**src/rtl/ldm_seq.sv**
```systemverilog
// Load/store-multiple sequencer: expands a register list into one memory beat
// per selected register, in ascending order, with mode-dependent offsets.
module ldm_seq #(
   parameter int NREG   = 16,
   parameter int RC_W   = 4,
   parameter int OFF_W  = 32,
   parameter int WORD_B = 4
) (
   input  logic             clk,
   input  logic             rst,
   input  logic             en,
   input  logic             i_is_ldm,
   input  logic             i_ldm_p,
   input  logic             i_ldm_u,
   input  logic             i_ldm_l,
   input  logic             i_ldm_w,
   input  logic [NREG-1:0]  i_reglist,
   input  logic             i_mem_rdy,
   input  logic             i_abort,
   output logic             o_ldm_hold,
   output logic             o_ldm_mem_vld,
   output logic [RC_W-1:0]  o_ldm_reg_code,
   output logic [OFF_W-1:0] o_ldm_offset,
   output logic             o_ldm_last,
   output logic             o_ldm_wb_vld,
   output logic [OFF_W-1:0] o_ldm_wb_offset,
   output logic             o_ldm_flushreq
);

   localparam int CW = RC_W + 1;

   typedef enum logic {IDLE, XFER} state_t;

   state_t           state_reg;
   logic [NREG-1:0]  rem_reg;
   logic [CW-1:0]    k_reg;
   logic [CW-1:0]    n_reg;
   logic             p_reg, u_reg, l_reg, w_reg;
   logic             flush_reg;

   // Population count of the incoming list as a ripple of partial sums.
   logic [CW-1:0]    pop_sum [0:NREG];
   assign pop_sum[0] = '0;
   generate
      for (genvar gi = 0; gi < NREG; gi++) begin : g_pop
         assign pop_sum[gi+1] = pop_sum[gi] + {{RC_W{1'b0}}, i_reglist[gi]};
      end
   endgenerate

   logic [CW-1:0]    list_n;
   assign list_n = pop_sum[NREG];

   logic [RC_W-1:0]  low_code;
   always_comb begin
      low_code = '0;
      for (int i = NREG - 1; i >= 0; i--) begin
         if (rem_reg[i]) low_code = RC_W'(i);
      end
   end

   logic            in_xfer, one_left, accept, last_accept, empty_capture;
   logic [NREG-1:0] rem_drop;

   // Clearing the lowest set bit pops the register that was just transferred.
   assign rem_drop      = rem_reg & (rem_reg - NREG'(1));
   assign in_xfer       = (state_reg == XFER);
   assign one_left      = (rem_reg != '0) && (rem_drop == '0);
   assign accept        = in_xfer && en && i_mem_rdy && !i_abort;
   assign last_accept   = accept && one_left;
   assign empty_capture = !rst && (state_reg == IDLE) && en && i_is_ldm && (list_n == '0);

   logic [OFF_W-1:0] k_ext, n_ext, idx, n_bytes;
   always_comb begin
      k_ext = OFF_W'(k_reg);
      n_ext = OFF_W'(n_reg);
      unique case ({p_reg, u_reg})
         2'b01:   idx = k_ext;
         2'b11:   idx = k_ext + OFF_W'(1);
         2'b00:   idx = k_ext + OFF_W'(1) - n_ext;
         default: idx = k_ext - n_ext;
      endcase
      n_bytes = n_ext * OFF_W'(WORD_B);
   end

   assign o_ldm_hold      = in_xfer;
   assign o_ldm_mem_vld   = in_xfer;
   assign o_ldm_reg_code  = in_xfer ? low_code : '0;
   assign o_ldm_offset    = in_xfer ? idx * OFF_W'(WORD_B) : '0;
   assign o_ldm_last      = in_xfer && one_left;
   assign o_ldm_wb_vld    = (last_accept && w_reg) || (empty_capture && i_ldm_w);
   assign o_ldm_wb_offset = (last_accept && w_reg) ? (u_reg ? n_bytes : -n_bytes) : '0;
   assign o_ldm_flushreq  = flush_reg;

   always_ff @(posedge clk or posedge rst) begin
      if (rst) begin
         state_reg <= IDLE;
         rem_reg   <= '0;
         k_reg     <= '0;
         n_reg     <= '0;
         p_reg     <= 1'b0;
         u_reg     <= 1'b0;
         l_reg     <= 1'b0;
         w_reg     <= 1'b0;
         flush_reg <= 1'b0;
      end else if (en) begin
         // Loading the top register redirects the PC, so the pipeline must flush.
         flush_reg <= last_accept && l_reg && rem_reg[NREG-1];
         unique case (state_reg)
            IDLE: begin
               if (i_is_ldm) begin
                  p_reg     <= i_ldm_p;
                  u_reg     <= i_ldm_u;
                  l_reg     <= i_ldm_l;
                  w_reg     <= i_ldm_w;
                  rem_reg   <= i_reglist;
                  n_reg     <= list_n;
                  k_reg     <= '0;
                  state_reg <= (list_n != '0) ? XFER : IDLE;
               end
            end
            default: begin
               if (i_abort) begin
                  rem_reg   <= '0;
                  state_reg <= IDLE;
               end else if (i_mem_rdy) begin
                  rem_reg <= rem_drop;
                  k_reg   <= k_reg + CW'(1);
                  if (one_left) state_reg <= IDLE;
               end
            end
         endcase
      end
   end

endmodule
```
**config.mk**
```make
export PLATFORM = sky130hd
export DESIGN_NAME = ldm_seq
export DESIGN_NICKNAME = d
export VERILOG_FILES = /design/src/rtl/ldm_seq.sv
export SDC_FILE = /design/constraint.sdc
export NUM_CORES = 1
export LEC_CHECK = 0
export ABC_AREA = 1
export BUFFER_PORTS_ARGS = -buffer_cell sky130_fd_sc_hd__buf_2
export CAP_MARGIN = 20
export CORE_UTILIZATION = 53
export DETAILED_ROUTE_END_ITERATION = 10
export PLACE_DENSITY = 0.82
export SLEW_MARGIN = 10
export SYNTH_ARGS = -nofsm -noshare
export SYNTH_HDL_FRONTEND = slang
export SYNTH_SLANG_ARGS = --single-unit
```
**constraint.sdc**
```tcl
create_clock -name clk -period 7.15 [get_ports clk]
set_input_delay 1.43 -clock clk [delete_from_list [all_inputs] [get_ports clk]]
set_output_delay 1.43 -clock clk [all_outputs]
set_load 0.01 [all_outputs]
```
==> results of run 1 <==
==> per-layer routing <==
metal	part of all wire [%]	global-route usage, %	vias to the layer above	wire, um
met4	1.0	5.09	0	84
met2	47	43.1	164	3920
met3	7.2	4.11	13	597
met1	44	36.5	1502	3680
met5	0	0	-	0
li1	-	-	1551	-
==> cells by family after synthesis <==
kind of cell	share of synthesized area (%)
compound gates	13.5
xor+xnor	2.09
fa+ha+maj	13.9
buf+inv	20.8
flops	23.8
other cells	0.112
simple gates	25.8
==> Yosys cell counts, types with 3 or more instances <==
cell type / instances / share of area [%]
nor2_4: 3 / 1.0
xor2_1: 7 / 1.8
a21oi_1: 18 / 2.7
o22ai_1: 9 / 1.7
nand2_1: 91 / 10
nand3_1: 22 / 3.3
fa_1: 12 / 7.2
inv_1: 74 / 8.3
nand3b_1: 3 / 0.67
nor3_1: 4 / 0.60
o21ai_0: 21 / 3.1
o21ai_1: 9 / 1.3
buf_4: 49 / 11
inv_2: 4 / 0.45
ha_1: 18 / 6.7
nor2_1: 41 / 4.6
or2_2: 4 / 0.74
dfrtp_1: 32 / 24
nand2_2: 3 / 0.56
buf_2: 4 / 0.60
a31oi_1: 13 / 2.4
clkbuf_1: 5 / 0.56
==> worst max-delay path by stage <==
stage             startpoint           end  depth (start not counted)
2_1_floorplan   i_reglist[0]  o_ldm_wb_vld                         12
3_3_place_gp   i_reglist[11]  o_ldm_wb_vld                         14
3_5_place_dp    i_reglist[0]  o_ldm_wb_vld                         14
4_1_cts         i_reglist[0]  o_ldm_wb_vld                         14
5_1_grt         i_reglist[0]  o_ldm_wb_vld                         14
6_report        i_reglist[0]  o_ldm_wb_vld                         14
==> power by group through the flow <==
stage / logic (mW) / clock network, mW / registers (mW)
finish: 1.20 / 0.171 / 0.380
global route: 1.36 / 0.182 / 0.393
CTS: 1.20 / 0.173 / 0.378
detailed placement: 1.18 / 0 / 0.380
global placement: 1.15 / 0 / 0.375
floorplan: 1.03 / 0 / 0.340
==> metrics by stage <==
| step | cells | util (%) |
|---|---|---|
| final | 594 | 60.5 |
| after global routing | 594 | 60.5 |
| after CTS | 594 | 60.5 |
| after detailed placement | 586 | 58.7 |
| after global placement | 586 | 58.7 |
| after floorplan | 474 | - |
==> worst min-delay path, delay by kind of cell, from the launching register on <==
family           cells  cell delay, ps
flip-flops           1             370
AND/OR/NAND/NOR      2             120
==> cell type report <==
class                   instances  area, um2
fillers                       569       2380
multi-input cells             306       1870
flip-flops and latches         32        801
repair buffers                 95        478
inverters                      78        293
well taps                      75       93.8
clock buffers                   6       72.6
clock inverters                 2       35.0
==> flow_metrics.env, run 1 <==
export IMPL_n_antenna_cell=0
export IMPL_synthFlopType="dfrtp_1"
export IMPL_netlist_area_um2=3360
export IMPL_numPortBuffers=94
export IMPL_finalPower_mw=1.76
export IMPL_max_freq_mhz=148
export IMPL_r2r_start="o_ldm_hold$_DFFE_PP0P_"
export IMPL_place_hpwl_mm=6.54
export IMPL_wl_per_cell_um=13.9
export IMPL_pwr_share_comb_pct=68.6
export IMPL_ant_nets=0
export IMPL_largest_register_ffs=16
export IMPL_die_area_um2=6660
export IMPL_num_vias=3230
export IMPL_fp_dieH_um=81.6
export IMPL_drtIter0Drc=234
export IMPL_cts_tree="yes"
export IMPL_io_pins=99
export IMPL_final_common_cell="buf_2"
export IMPL_r2r_end="rem_reg[13]$_DFFE_PP0P_"
export IMPL_power_switching_mw=0.939
export IMPL_drv_slew=0
export IMPL_cts_hold_buf=0
export IMPL_placed_cell_area_um2=3540
export IMPL_timing_final_ws_setup_ps=411
export IMPL_clkSlewWorstSetupHoldPaths_ps=60
export IMPL_drt_wl_total_mm=8.29
export IMPL_synth_seq_cells=32
export IMPL_p_int_mw=0.816
export IMPL_cp_start_kind="input pin"
export IMPL_p_clk_share_pct=9.8
export IMPL_slowest_delay_ps=580
export IMPL_vdd_drop_max_uv=246
export IMPL_tns_ps=0
export IMPL_die_x_um=81.6
export IMPL_hold_viol_final=0
export IMPL_ys_warn_count=0
export IMPL_gp_congestion=0.921
export IMPL_ys_seq_area_share_pct=23.8
export IMPL_status="finished, final reports clean"
export IMPL_swShare_pct=53.5
export IMPL_synth_edf_count=0
export IMPL_rsz0062_at_grt="false"
export IMPL_ys_async_sr_fraction_pct=100
export IMPL_required_ps=5720
export IMPL_hold_slack_ps=514
export IMPL_grt_pass1_wl_mm=13.3
export IMPL_layout_min_cycle_time_ps=6740
export IMPL_grt_max_degree=33
export IMPL_first_global_vias=2787
export IMPL_place_worst_setup_slack_ps=510
export IMPL_clk_latency_ps=280
export IMPL_htreeDepth=2
export IMPL_path_delay_family="adder cells"
export IMPL_cp_num_buf_inv=4
export IMPL_cts_max_path_buffers=2
export IMPL_path_cells="buf_2 -> inv_1 -> fa_1 -> fa_1 -> fa_1 -> fa_1 -> inv_1 -> ha_1 -> fa_1 -> xor2_1 -> nor4_1 -> nand2_1 -> o31ai_1 -> buf_2"
export IMPL_worstRegToRegCells=6
export IMPL_max_slew_margin_pct=31.8
export IMPL_yosysUniqueCellTypes=38
export IMPL_cts_sinks=32
export IMPL_antenna_found_initial=0
export IMPL_layout_common_cells="94 x buf_2, 91 x nand2_1, 74 x inv_1, 41 x nor2_1, 32 x dfrtp_1"
export IMPL_final_layout_size_suffix_gt1_share_pct=24.9
export IMPL_core_um2=6030
export IMPL_cts_root_buf="clkbuf_8"
export IMPL_path_class="in2out"
export IMPL_cts_setup_buffers=0
export IMPL_setup_viol=0
export IMPL_hold_path_startpoint="l_reg$_DFFE_PP0P_"
export IMPL_hp_class="reg2reg"
export IMPL_drc=0
export IMPL_cts_buffers=5
export IMPL_finalInstanceArea_um2=3650
export IMPL_min_period_over_period_pct=94.3
export IMPL_start_util_pct=55.8
export IMPL_via_per_inst=5.44
export IMPL_cp_max_fo=2
export IMPL_nets=574
export IMPL_postSynthAreaPerCell_um2=7.13
export IMPL_grtUsageTotal_pct=26.2
export IMPL_worst_pin_slew_ps=1020
export IMPL_first_pass_iters=5
export IMPL_pwr_share_seq_pct=21.7
export IMPL_hold_end="l_reg$_DFFE_PP0P_"
export IMPL_gr_total_overflow=0
export IMPL_power_leakage_nw=2.09
export IMPL_powerDensity_nw_per_um2=481
export IMPL_reg2reg_slack_ps=4000
export IMPL_worst_ep_arrival_time_ps=5310
export IMPL_syn_inst=471
export IMPL_fin_skew_ps=3.72
export IMPL_postCtsResizedCells=0
export IMPL_cap_violations=0
export IMPL_crit_slowest_cell="fa_1"
export IMPL_cpMostUsedCell="fa_1"
export IMPL_std_cell_rows=28
export IMPL_worst_setup_path_end_kind="output port"
export IMPL_area_growth_pct=8.57
export IMPL_min_path_cells=2
(Power assumes the default switching activity.)
==> run 2: changes to the inputs <==
--- a/config.mk
+++ b/config.mk
@@ -10,6 +10,7 @@
 export CAP_MARGIN = 20
 export CORE_UTILIZATION = 53
 export DETAILED_ROUTE_END_ITERATION = 10
+export GPL_TIMING_DRIVEN = 0
 export PLACE_DENSITY = 0.82
 export SLEW_MARGIN = 10
 export SYNTH_ARGS = -nofsm -noshare
==> run 2 against run 1 <==
Clock-buffer cell count rose by 1. Clock skew rose by 1.4 ps. Global-route usage rose by 1.3 points. Design area rose by 13%. Hold slack improved by 14 ps. Via count rose by 6.1%. Cell count rose by 9.9%. Sequential power fell by 5%. Clock power rose by 12%. Utilization rose by 7.6 points. Critical path type unchanged. Largest cell class unchanged.
==> flow_metrics.env, run 2 (synthesis results as in run 1) <==
export IMPL_wl_per_cell_um=13.4
export IMPL_start_util_pct=55.8
export IMPL_pwr_share_comb_pct=71.9
export IMPL_cts_tree="yes"
export IMPL_die_x_um=81.6
export IMPL_hold_viol_final=0
export IMPL_cts_buffers=5
export IMPL_tns_ps=0
export IMPL_slowest_delay_ps=540
export IMPL_first_global_vias=2956
export IMPL_vdd_drop_max_uv=392
export IMPL_post_route_util_pct=68.2
export IMPL_grt_max_degree=25
export IMPL_worst_pin_slew_ps=907
export IMPL_status="finished, final reports clean"
export IMPL_setup_viol=0
export IMPL_core_um2=6030
export IMPL_via_per_inst=5.25
export IMPL_cp_num_buf_inv=4
export IMPL_worst_ep_arrival_time_ps=5170
export IMPL_n_fill_cell=487
export IMPL_io_pins=99
export IMPL_cts_setup_buffers=0
export IMPL_min_path_cells=2
export IMPL_area_growth_pct=22.3
export IMPL_largest_register_ffs=16
export IMPL_power_leakage_nw=2.40
export IMPL_cts_sinks=32
export IMPL_drtIter0Drc=380
export IMPL_fin_skew_ps=5.07
export IMPL_drt_wl_total_mm=8.75
export IMPL_swShare_pct=49.4
export IMPL_die_area_um2=6660
export IMPL_layout_common_cells="98 x buf_2, 91 x nand2_1, 74 x inv_1, 49 x buf_4, 41 x nor2_1"
export IMPL_pwr_share_seq_pct=18.4
export IMPL_grtUsageTotal_pct=27.5
export IMPL_cpMostUsedCell="fa_1"
export IMPL_final_common_cell="buf_2"
export IMPL_finalPower_mw=1.97
export IMPL_power_switching_mw=0.972
export IMPL_hold_end="l_reg$_DFFE_PP0P_"
export IMPL_cp_start_kind="input pin"
export IMPL_hp_class="reg2reg"
export IMPL_first_pass_iters=5
export IMPL_cp_max_fo=2
export IMPL_worstRegToRegCells=8
export IMPL_n_antenna_cell=0
export IMPL_postCtsResizedCells=0
export IMPL_p_clk_share_pct=9.7
export IMPL_numPortBuffers=94
export IMPL_num_vias=3427
export IMPL_fp_dieH_um=81.6
export IMPL_place_hpwl_mm=7.11
export IMPL_max_slew_margin_pct=39.5
export IMPL_grt_pass1_wl_mm=13.8
export IMPL_hold_path_startpoint="l_reg$_DFFE_PP0P_"
export IMPL_path_cells="buf_2 -> fa_1 -> inv_1 -> fa_1 -> fa_1 -> fa_1 -> inv_1 -> ha_1 -> fa_1 -> xor2_1 -> nor4_1 -> nand2_1 -> o31ai_1 -> buf_2"
export IMPL_std_cell_rows=28
export IMPL_path_delay_family="adder cells"
export IMPL_required_ps=5720
export IMPL_min_period_over_period_pct=92.2
export IMPL_crit_slowest_cell="fa_1"
export IMPL_max_freq_mhz=152
export IMPL_r2r_end="rem_reg[15]$_DFFE_PP0P_"
export IMPL_htreeDepth=2
export IMPL_p_int_mw=0.995
export IMPL_ant_nets=0
export IMPL_clkSlewWorstSetupHoldPaths_ps=70
export IMPL_antenna_found_initial=0
export IMPL_reg2reg_slack_ps=5190
export IMPL_cts_max_path_buffers=2
export IMPL_rsz0062_at_grt="false"
export IMPL_gr_total_overflow=0
export IMPL_final_layout_size_suffix_gt1_share_pct=31.8
export IMPL_nets=633
export IMPL_drc=0
export IMPL_worst_setup_path_end_kind="output port"
export IMPL_clk_latency_ps=290
export IMPL_path_class="in2out"
export IMPL_cts_root_buf="clkbuf_8"
export IMPL_cap_violations=0
export IMPL_cts_hold_buf=0
export IMPL_layout_min_cycle_time_ps=6600
export IMPL_drv_slew=0
export IMPL_r2r_start="o_ldm_hold$_DFFE_PP0P_"
export IMPL_gp_congestion=0.986
export IMPL_powerDensity_nw_per_um2=479
==> run 2: changes by cell type in the layout (fill, tap and decap cells not counted) <==
cell / delta
buf_2: +4
buf_16: +1
buf_4: +48
clkbuf_1: +4
clkbuf_8: +2
clkinv_2: -1
buf_8: +1
==> run 2: worst register-to-register path, delay by kind of cell (launching register included) <==
family          cells  cell delay [ps]
buf+inv             3              750
flops               1              410
compound gates      2              350
simple gates        3              360
==> run 2: how the worst max path moves through the flow <==
stage,startpoint,endpoint,slack [ps],depth (start not counted)
floorplan,i_reglist[0],o_ldm_wb_vld,840,12
global placement,i_reglist[11],o_ldm_wb_vld,590,14
detailed placement,i_reglist[11],o_ldm_wb_vld,560,14
CTS,i_reglist[11],o_ldm_wb_vld,550,14
global route,i_reglist[11],o_ldm_wb_vld,250,14
finish,i_reglist[11],o_ldm_wb_vld,550,14
==> run 2: metrics by stage <==
stage	hold WS [ps]	setup slack (ps)	std cells	cell area, um2
global route	585	254	653	4110
finish	528	555	653	4110
detailed placement	508	563	645	3980
CTS	524	549	653	4110
floorplan	449	837	474	3370
global placement	500	594	643	3940
==> run 2: final cells by class <==
class	instances	area, um2	area share, %
Buffer	58	407	9.90
Clock buffer	7	96.3	2.35
Clock inverter	1	30.0	0.731
Inverter	78	293	7.13
Multi-Input combinational cell	306	1870	45.6
Sequential cell	32	801	19.5
Tap cell	75	93.8	2.28
Timing Repair Buffer	96	513	12.5
==> run 2: power by group through the flow <==
stage                     logic (mW)  clock network (mW)  registers [mW]
after global routing            1.59               0.201           0.372
after CTS                       1.41               0.193           0.359
after global placement          1.36                   0           0.358
after detailed placement        1.40                   0           0.362
final                           1.41               0.191           0.362
after floorplan                 1.03                   0           0.340
==> run 2: metal layers <==
layer  global-route usage [%]  up-vias  routed length, um
met3                     4.11       23                859
met5                        0        -                  0
met1                     38.4     1529               3830
met4                     8.25        0                170
li1                         -     1669                  -
met2                     44.0      206               3890
==> run 3: changes to the inputs <==
--- a/config.mk
+++ b/config.mk
@@ -8,10 +8,10 @@
 export ABC_AREA = 1
 export BUFFER_PORTS_ARGS = -buffer_cell sky130_fd_sc_hd__buf_2
 export CAP_MARGIN = 20
-export CORE_UTILIZATION = 53
+export CORE_UTILIZATION = 57
 export DETAILED_ROUTE_END_ITERATION = 10
 export GPL_TIMING_DRIVEN = 0
-export PLACE_DENSITY = 0.82
+export PLACE_DENSITY = 0.87
 export SLEW_MARGIN = 10
 export SYNTH_ARGS = -nofsm -noshare
 export SYNTH_HDL_FRONTEND = slang
==> constraint.sdc (replaced) <==
create_clock -name clk -period 8 [get_ports clk]
set_input_delay 1.6 -clock clk [delete_from_list [all_inputs] [get_ports clk]]
set_output_delay 1.6 -clock clk [all_outputs]
set_load 0.01 [all_outputs]
==> run 3 against run 2 <==
Hold slack lost 2.3 ps. Design area decreased by 1.3%. Non-clock buffer count down 1. Cell count shrank 0.61%. Sequential share of layout area is 0.25 points higher. Wire length is essentially flat. Critical path depth unchanged. Global-route usage rose by 2.9 points.
==> flow_metrics.env, run 3 (synthesis results as in run 1) <==
export IMPL_clk_latency_ps=290
export IMPL_num_vias=3416
export IMPL_first_global_vias=3135
export IMPL_setup_viol=0
export IMPL_drt_wl_total_mm=8.75
export IMPL_via_per_inst=5.26
export IMPL_max_slew_margin_pct=41.7
export IMPL_std_cell_rows=27
export IMPL_cts_tree="yes"
export IMPL_postCtsResizedCells=0
export IMPL_htreeDepth=2
export IMPL_routed_wl_met2_mm=3.99
export IMPL_tns_ps=0
export IMPL_final_layout_size_suffix_gt1_share_pct=31.7
export IMPL_core_um2=5610
export IMPL_cts_buffers=5
export IMPL_die_area_um2=6200
export IMPL_gr_total_overflow=0
export IMPL_required_ps=6400
export IMPL_start_util_pct=59.9
export IMPL_fp_dieH_um=78.8
export IMPL_cp_max_fo=2
export IMPL_drv_slew=0
export IMPL_final_common_cell="buf_2"
export IMPL_cp_start_kind="input pin"
export IMPL_area_growth_pct=20.7
export IMPL_power_leakage_nw=2.38
export IMPL_startpoint="i_reglist[11]"
export IMPL_status="finished, final reports clean"
export IMPL_wl_per_cell_um=13.5
export IMPL_reg2reg_slack_ps=6120
export IMPL_gp_congestion=0.936
export IMPL_fin_skew_ps=7.49
export IMPL_cts_setup_buffers=0
export IMPL_antenna_found_initial=0
export IMPL_worst_setup_path_end_kind="output port"
export IMPL_die_x_um=78.8
export IMPL_worstRegToRegCells=8
export IMPL_hold_viol_final=0
export IMPL_path_class="in2out"
export IMPL_cts_sinks=32
export IMPL_drc=0
export IMPL_hp_class="reg2reg"
export IMPL_finalPower_mw=1.72
export IMPL_worst_ep_arrival_time_ps=5410
export IMPL_layout_common_cells="98 x buf_2, 91 x nand2_1, 74 x inv_1, 49 x buf_4, 41 x nor2_1"
export IMPL_worst_pin_slew_ps=874
export IMPL_layout_min_cycle_time_ps=7010
export IMPL_cts_max_path_buffers=2
export IMPL_cap_violations=0
export IMPL_highest_layer="met4"
export IMPL_n_fill_cell=487
export IMPL_cts_root_buf="clkbuf_8"
export IMPL_grtUsageTotal_pct=30.4
export IMPL_io_pins=99
export IMPL_r2r_start="o_ldm_hold$_DFFE_PP0P_"
export IMPL_wl_met1_mm=3.94
export IMPL_cts_hold_buf=0
export IMPL_nets=632
export IMPL_rsz0062_at_grt="false"
export IMPL_n_antenna_cell=0
export IMPL_r2r_end="rem_reg[0]$_DFFE_PP0P_"
export IMPL_clkSlewWorstSetupHoldPaths_ps=60
export IMPL_powerDensity_nw_per_um2=424
export IMPL_drtIter0Drc=304
export IMPL_grt_pass1_wl_mm=14.7
export IMPL_numPortBuffers=94
export IMPL_largest_register_ffs=16
export IMPL_min_period_over_period_pct=87.6
export IMPL_first_pass_iters=4
export IMPL_vdd_drop_max_uv=356
export IMPL_endpoint="o_ldm_wb_vld"
export IMPL_wl_met3_um=684
export IMPL_ant_nets=0
export IMPL_post_route_util_pct=72.3
export IMPL_max_freq_mhz=143
export IMPL_grt_max_degree=25
export IMPL_place_hpwl_mm=7.16
export IMPL_hold_slack_ps=525
[run 3: changes by cell type in the layout (fill, tap and decap cells not counted)]
cell,delta
clkinv_2,+2
buf_8,-1
bufinv_16,-1
clkbuf_8,-1
[run 3: layout make-up]
cell class / count / area (um2) / area share, %
plain buffers: 58 / 407 / 10.0
clock buffers: 6 / 82.6 / 2.04
clock inverters: 2 / 10.0 / 0.247
inverters: 78 / 293 / 7.22
multi-input cells: 306 / 1870 / 46.2
flip-flops and latches: 32 / 801 / 19.7
well taps: 72 / 90.1 / 2.22
repair buffers: 95 / 498 / 12.3
[run 3: critical path: stages]
cell,delay (ps)
buf_2,120
fa_1,530
inv_1,50
fa_1,520
fa_1,450
fa_1,500
inv_1,40
ha_1,210
fa_1,410
xor2_1,190
nor4_1,230
nand2_1,140
o31ai_1,260
buf_2,170
[run 3: per-layer routing]
metal / global-route usage (%) / vias up
met5: 0 / -
met3: 5.17 / 17
met4: 10.0 / 0
met1: 41.9 / 1571
li1: - / 1666
met2: 48.4 / 162
[run 3: worst min path at each step]
stage / startpoint / to / cells after the start
floorplan: l_reg$_DFFE_PP0P_ / l_reg$_DFFE_PP0P_ / 2
global placement: l_reg$_DFFE_PP0P_ / l_reg$_DFFE_PP0P_ / 2
detailed placement: l_reg$_DFFE_PP0P_ / l_reg$_DFFE_PP0P_ / 2
CTS: l_reg$_DFFE_PP0P_ / l_reg$_DFFE_PP0P_ / 2
global route: l_reg$_DFFE_PP0P_ / l_reg$_DFFE_PP0P_ / 2
finish: l_reg$_DFFE_PP0P_ / l_reg$_DFFE_PP0P_ / 2
[run 3: per-stage QoR]
step | cells | area [um2] | setup slack, ps
global placement | 640 | 3930 | 1100
floorplan | 474 | 3370 | 1350
CTS | 649 | 4060 | 1000
finish | 649 | 4060 | 995
global route | 649 | 4060 | 820
detailed placement | 641 | 3960 | 1030
[run 3: report_power, final]
part	switching, mW	internal (mW)	leakage, nW
clock	0.0609	0.0686	0.0510
sequential	0.0916	0.234	0.396
combinational	0.717	0.548	1.93
total	0.870	0.850	2.38
